<file path="config.mk">
export PLATFORM = sky130hd
export DESIGN_NAME = mem_io_responder
export DESIGN_NICKNAME = d
export VERILOG_FILES = /design/src/rtl/mem_io_responder.sv
export SDC_FILE = /design/constraint.sdc
export NUM_CORES = 1
export LEC_CHECK = 0
export CORE_ASPECT_RATIO = 1.25
export CORE_MARGIN = 3
export CORE_UTILIZATION = 30
export CTS_CLUSTER_SIZE = 40
export DETAILED_ROUTE_END_ITERATION = 8
export DONT_BUFFER_PORTS = 1
export PLACE_DENSITY = 0.54
export SYNTH_ARGS = -nofsm -noshare
export SYNTH_HDL_FRONTEND = slang
export SYNTH_SLANG_ARGS = --single-unit
</file>
<file path="constraint.sdc">
create_clock -name clk -period 4.51 [get_ports clk]
set_clock_uncertainty 0.15 [all_clocks]
set_input_delay 0.451 -clock clk [delete_from_list [all_inputs] [get_ports clk]]
set_output_delay 0.451 -clock clk [all_outputs]
set_load 0.01 [all_outputs]
</file>
<file path="src/rtl/mem_io_responder.sv">
// Memory-port responder: IO register file plus data-memory pass-through.
// Owns switch/button synchronisers, button debounce and 7-seg scanning.
module mem_io_responder #(
  parameter int DEBOUNCE_CYCLES = 1000000,
  parameter int SCAN_DIV = 100000
) (
  input  logic        clk,
  input  logic        reset,
  input  logic        memwrite,
  input  logic [31:0] adr,
  input  logic [31:0] writedata,
  output logic [31:0] readdata,
  input  logic [31:0] mem_rdata,
  output logic        mem_we,
  input  logic [15:0] switch,
  input  logic        btnl,
  input  logic        btnr,
  output logic [15:0] led,
  output logic [7:0]  an,
  output logic [6:0]  seg
);

  localparam int DW = $clog2(DEBOUNCE_CYCLES + 1);
  localparam int SW = $clog2(SCAN_DIV + 1);
  localparam logic [DW-1:0] DB_LAST = DW'(DEBOUNCE_CYCLES - 1);
  localparam logic [SW-1:0] SC_LAST = SW'(SCAN_DIV - 1);

  logic        io_sel;
  logic        io_wr;
  logic [4:0]  off;
  logic        sel_st;
  logic        sel_sw;
  logic        sel_dp;
  logic        sel_led;
  logic [31:0] io_rdata;
  logic        unused_adr;

  assign io_sel  = (adr[31:8] == 24'd0) & adr[7];
  assign off     = adr[6:2];
  assign io_wr   = memwrite & io_sel;
  assign mem_we  = memwrite & ~io_sel;
  assign sel_st  = (off == 5'd0);
  assign sel_sw  = (off == 5'd1);
  assign sel_dp  = (off == 5'd2);
  assign sel_led = (off == 5'd3);
  assign unused_adr = ^adr[1:0];

  logic [15:0] sw_s1;
  logic [15:0] sw_s2;
  logic [1:0]  bt_s1;
  logic [1:0]  bt_s2;

  always_ff @(posedge clk or negedge reset) begin
    if (!reset) begin
      sw_s1 <= '0;
      sw_s2 <= '0;
      bt_s1 <= '0;
      bt_s2 <= '0;
    end else begin
      sw_s1 <= switch;
      sw_s2 <= sw_s1;
      bt_s1 <= {btnr, btnl};
      bt_s2 <= bt_s1;
    end
  end

  // Index 0 is the left button, index 1 the right button.
  logic [1:0]    lvl;
  logic [1:0]    lvl_n;
  logic [1:0]    done;
  logic [1:0]    ev;
  logic [1:0]    ev_n;
  logic [1:0]    clr;
  logic [DW-1:0] cnt   [2];
  logic [DW-1:0] cnt_n [2];

  always_comb begin
    done  = '0;
    lvl_n = lvl;
    for (int b = 0; b < 2; b++) begin
      cnt_n[b] = '0;
      done[b]  = (bt_s2[b] != lvl[b]) && (cnt[b] == DB_LAST);
      lvl_n[b] = lvl[b] ^ done[b];
      if ((bt_s2[b] != lvl[b]) && !done[b])
        cnt_n[b] = cnt[b] + DW'(1);
    end
  end

  // A rising debounced edge in the same cycle as a clear keeps the flag set.
  assign clr  = (io_wr & sel_st) ? writedata[1:0] : 2'b00;
  assign ev_n = (ev & ~clr) | (done & ~lvl);

  always_ff @(posedge clk or negedge reset) begin
    if (!reset) begin
      lvl <= '0;
      ev  <= '0;
      for (int b = 0; b < 2; b++)
        cnt[b] <= '0;
    end else begin
      lvl <= lvl_n;
      ev  <= ev_n;
      for (int b = 0; b < 2; b++)
        cnt[b] <= cnt_n[b];
    end
  end

  logic [31:0] display;
  logic [15:0] ledr;

  always_ff @(posedge clk or negedge reset) begin
    if (!reset) begin
      display <= '0;
      ledr    <= '0;
    end else begin
      if (io_wr & sel_dp)
        display <= writedata;
      if (io_wr & sel_led)
        ledr <= writedata[15:0];
    end
  end

  assign led = ledr;

  always_comb begin
    io_rdata = '0;
    unique case (1'b1)
      sel_st:  io_rdata = {28'd0, lvl, ev};
      sel_sw:  io_rdata = {16'd0, sw_s2};
      sel_dp:  io_rdata = display;
      sel_led: io_rdata = {16'd0, ledr};
      default: io_rdata = '0;
    endcase
  end

  assign readdata = io_sel ? io_rdata : mem_rdata;

  function automatic logic [6:0] hex7(input logic [3:0] n);
    logic [6:0] g;
    case (n)
      4'h0: g = 7'b1000000;
      4'h1: g = 7'b1111001;
      4'h2: g = 7'b0100100;
      4'h3: g = 7'b0110000;
      4'h4: g = 7'b0011001;
      4'h5: g = 7'b0010010;
      4'h6: g = 7'b0000010;
      4'h7: g = 7'b1111000;
      4'h8: g = 7'b0000000;
      4'h9: g = 7'b0010000;
      4'ha: g = 7'b0001000;
      4'hb: g = 7'b0000011;
      4'hc: g = 7'b1000110;
      4'hd: g = 7'b0100001;
      4'he: g = 7'b0000110;
      default: g = 7'b0001110;
    endcase
    return g;
  endfunction

  logic [SW-1:0] div;
  logic [2:0]    idx;
  logic [3:0]    nib;
  logic [7:0]    an_r;
  logic [6:0]    seg_r;

  assign nib = display[{idx, 2'b00} +: 4];

  always_ff @(posedge clk or negedge reset) begin
    if (!reset) begin
      div   <= '0;
      idx   <= '0;
      an_r  <= 8'hfe;
      seg_r <= 7'b1000000;
    end else begin
      if (div == SC_LAST) begin
        div <= '0;
        idx <= idx + 3'd1;
      end else begin
        div <= div + SW'(1);
      end
      an_r  <= ~(8'd1 << idx);
      seg_r <= hex7(nib);
    end
  end

  assign an  = an_r;
  assign seg = seg_r;

endmodule

</file>
==> impl_metrics.yaml <==
global_route:
  grt_pass1_vias: 5447
  grt_pass1_wl_mm: 31.3
  antenna_found_initial: 3
  grt_use_total_pct: 14.4
  overflow: 0
  grt_max_degree: 164
pwr:
  finalPower_mw: 3.09
  power.internal_mw: 2.40
  netSwitchingPower_mw: 0.692
  sw_frac_of_total_pct: 22.4
  pwr-share-comb_pct: 4.0
  ir_drop_uv: 218
  power_leakage_nw: 3.82
  power.density_nw_per_um2: 340
  p_clk_share_pct: 47.6
  p_seq_share_pct: 48.3
yosys:
  syn_nets: 803
  synthArstFlopShare_pct: 100
  yosysTopAreaCell: "dfrtp_1"
  synth.most_common_cell: "dfrtp_1"
  netlist_area_um2: 7870
  synth_commonest_cells: "dfrtp_1, mux2_2, o21ai_0"
  seq_area_frac_synth_pct: 52.0
  synthFlopType: "dfrtp_1"
  syn_avg_cell_area_um2: 11.7
  ys_warn_count: 0
  ys_ff_latch: 163
  synth_cells: 671
  yosys-top-cells-area: "dfrtp_1, mux2_2, o21ai_0, xor2_1, dfstp_2"
  synth-edff-count: 0
  ys_types: 53
  synth.top_cell.area_share_pct: 49.3
critical_path:
  r2r_start: "idx[0]"
  end_kind: "output pin"
  r2r_end: "seg[0]"
  startpoint_type: "input port"
  path_cells: "or3_1 > nor3_1 > a222oi_1 > o31ai_1"
  path_buf_inv: 0
  cp_top_family: "simple AND/OR/NAND/NOR gates"
  r2r_setup_slack_ns: 1.54
  reg2reg_depth: 6
  crit_slowest_cell: "or3_1"
  crit_start: "adr[5]"
  cp_num_cells: 4
  max_stage_delay_ns: 0.67
  crit_path_max_fanout: 17
  crit_type: "in2out"
  arrival_ns: 2.66
  cp.required_ns: 3.91
finish:
  antenna_cells: 0
  final_util_pct: 35.6
  area_growth_pct: 15.4
  layout.cells.non_filler: 1041
  multiInputGateArea_um2: 3520
  final_nets: 825
  drive_gt1_share_pct: 19.4
  nFillCells: 2533
  regArea_um2: 4090
floorplanning:
  die_x_um: 151
  core-area_um2: 25500
  die_y_um: 187
  pin_count: 181
  start_util_pct: 30.8
  num_rows: 65
  die_area_um2: 28200
clocking:
  clkLatencyLatePin_ns: 0.42
  cts_root_buf: "clkbuf_16"
  clk_path_buf_depth: 2
  post_cts_buffers: 0
  cts_tree: "built"
  clk_pin_slew_worst_paths_ns: 0.07
  cts_buffers: 17
  cts_num_sinks: 163
  htreeDepth: 4
sta:
  fin_crit_sh_pct: 72.3
  rsz0062_at_grt: "false"
  slew_headroom_pct: 25.8
  setup_viol: 0
  tns_ns: 0
  period_needed_ns: 3.26
  layout_setup_ws_ns: 1.25
  fmax_ghz: 0.306
  slew_violations: 0
  hold_viol_final: 0
  worst_slew_pin_slew_ns: 1.11
place:
  port_buffers: 0
  preCtsSetupSlack_ns: 1.34
  place_inst: 978
  gp_congestion: 0.783
  hpwl_mm: 13.9
min_path:
  min_path_cells: 1
  min_path_type: "in2reg"
  min_to: "led[15]"
  min_from: "writedata[15]"
routing:
  drtIter0Drc: 327
  dr_total_vias: 5335
  first_pass_iters: 4
  avgRoutedWirePerCell_um: 19.2
  drc: 0
  ant_nets: 0
  routed_wirelength_mm: 20.0
  vias_per_cell: 5.12
run:
  drv_cap: 0
status:
  outcome: "complete, no violations"
## sequential cells by signal, indices dropped and copies added, names as in the netlist, named ones only
signal and count:
led 16, idx 3, an 8, ev 2, display 32, sw_s2 16
div 17, sw_s1 16, seg 7, bt_s1 2, cnt 40, bt_s2 2
## metrics by stage
step           area, um2  hold WS, ns
2_1_floorplan       7870      0.00541
3_3_place_gp        8150       0.0152
3_5_place_dp        8150       0.0154
4_1_cts             9080      0.00175
5_1_grt             9080     0.000512
6_report            9080       0.0288
## worst max path at each step
stage	end	slack, ns
after detailed placement	readdata[0]	1.34
after floorplan	readdata[13]	1.97
final	readdata[0]	1.25
after global placement	readdata[0]	1.35
after CTS	readdata[0]	1.33
after global routing	readdata[1]	1.14
## timing repair
| action | 4_1_cts | 5_1_grt |
|---|---|---|
| hold buffers | 31 | 0 |
| endpoints found under the hold margin | 194 | 0 |
| gates resized for setup | 0 | 0 |
| endpoints found under the setup margin | 0 | 0 |
## layout make-up
| class | instances | share of cell area [%] |
|---|---|---|
| Sequential cell | 163 | 45.0 |
| Multi-Input combinational cell | 454 | 38.7 |
| Clock buffer | 22 | 5.22 |
| Tap cell | 335 | 4.62 |
| Timing Repair Buffer | 39 | 4.27 |
| Clock inverter | 10 | 1.36 |
| Inverter | 18 | 0.744 |
## routing by layer
metal | wire length, um | up-vias | GRT usage, % | share of wire [%]
met5 | 34 | - | 0 | 0.17
met4 | 434 | 6 | 4.75 | 2.2
met3 | 1250 | 26 | 4.63 | 6.2
met2 | 9870 | 154 | 23.6 | 49
met1 | 8440 | 2659 | 17.8 | 42
li1 | - | 2490 | - | -
## power by group through the flow
stage / combinational [mW] / sequential [mW] / clock (mW)
floorplan: 0.0641 / 1.52 / 0
global placement: 0.0728 / 1.52 / 0
detailed placement: 0.0728 / 1.52 / 0
CTS: 0.129 / 1.49 / 1.53
global route: 0.141 / 1.49 / 1.59
finish: 0.125 / 1.49 / 1.47
## cells by family after synthesis
logic type	after synthesis	share of synthesized area, %
AOI/OAI and AO/OA	124	9.59
xor gates and xnor gates	39	4.34
muxes	87	14.2
DFF	163	52.0
buffers and inverters	54	3.42
adders and majority gates	15	2.38
and+or+nand+nor	189	14.1
## placed cells by master, fill, tap and decap left out, types with 6 or more instances in the layout
| master | Yosys | routed |
|---|---|---|
| xnor2_1 | 12 | 12 |
| mux4_2 | 8 | 8 |
| inv_1 | 17 | 17 |
| o21ai_0 | 59 | 59 |
| and4_1 | 7 | 7 |
| dfrtp_1 | 155 | 155 |
| xor2_1 | 27 | 27 |
| dlygate4sd3_1 | 0 | 30 |
| nand3_1 | 20 | 20 |
| mux2_4 | 10 | 10 |
| nand2_1 | 42 | 42 |
| or4_1 | 12 | 12 |
| ha_1 | 15 | 15 |
| mux2_2 | 59 | 59 |
| nor2_1 | 39 | 39 |
| clkbuf_16 | 0 | 17 |
| mux2i_1 | 8 | 8 |
| or3_1 | 11 | 11 |
| buf_4 | 4 | 8 |
| and2_1 | 6 | 6 |
| and3_1 | 6 | 6 |
| dfstp_2 | 8 | 8 |
| a21oi_1 | 16 | 16 |
| a22oi_1 | 12 | 12 |
| nand4_1 | 16 | 16 |
| o31ai_1 | 26 | 26 |
No activity file was read; power rests on OpenSTA's default activity.
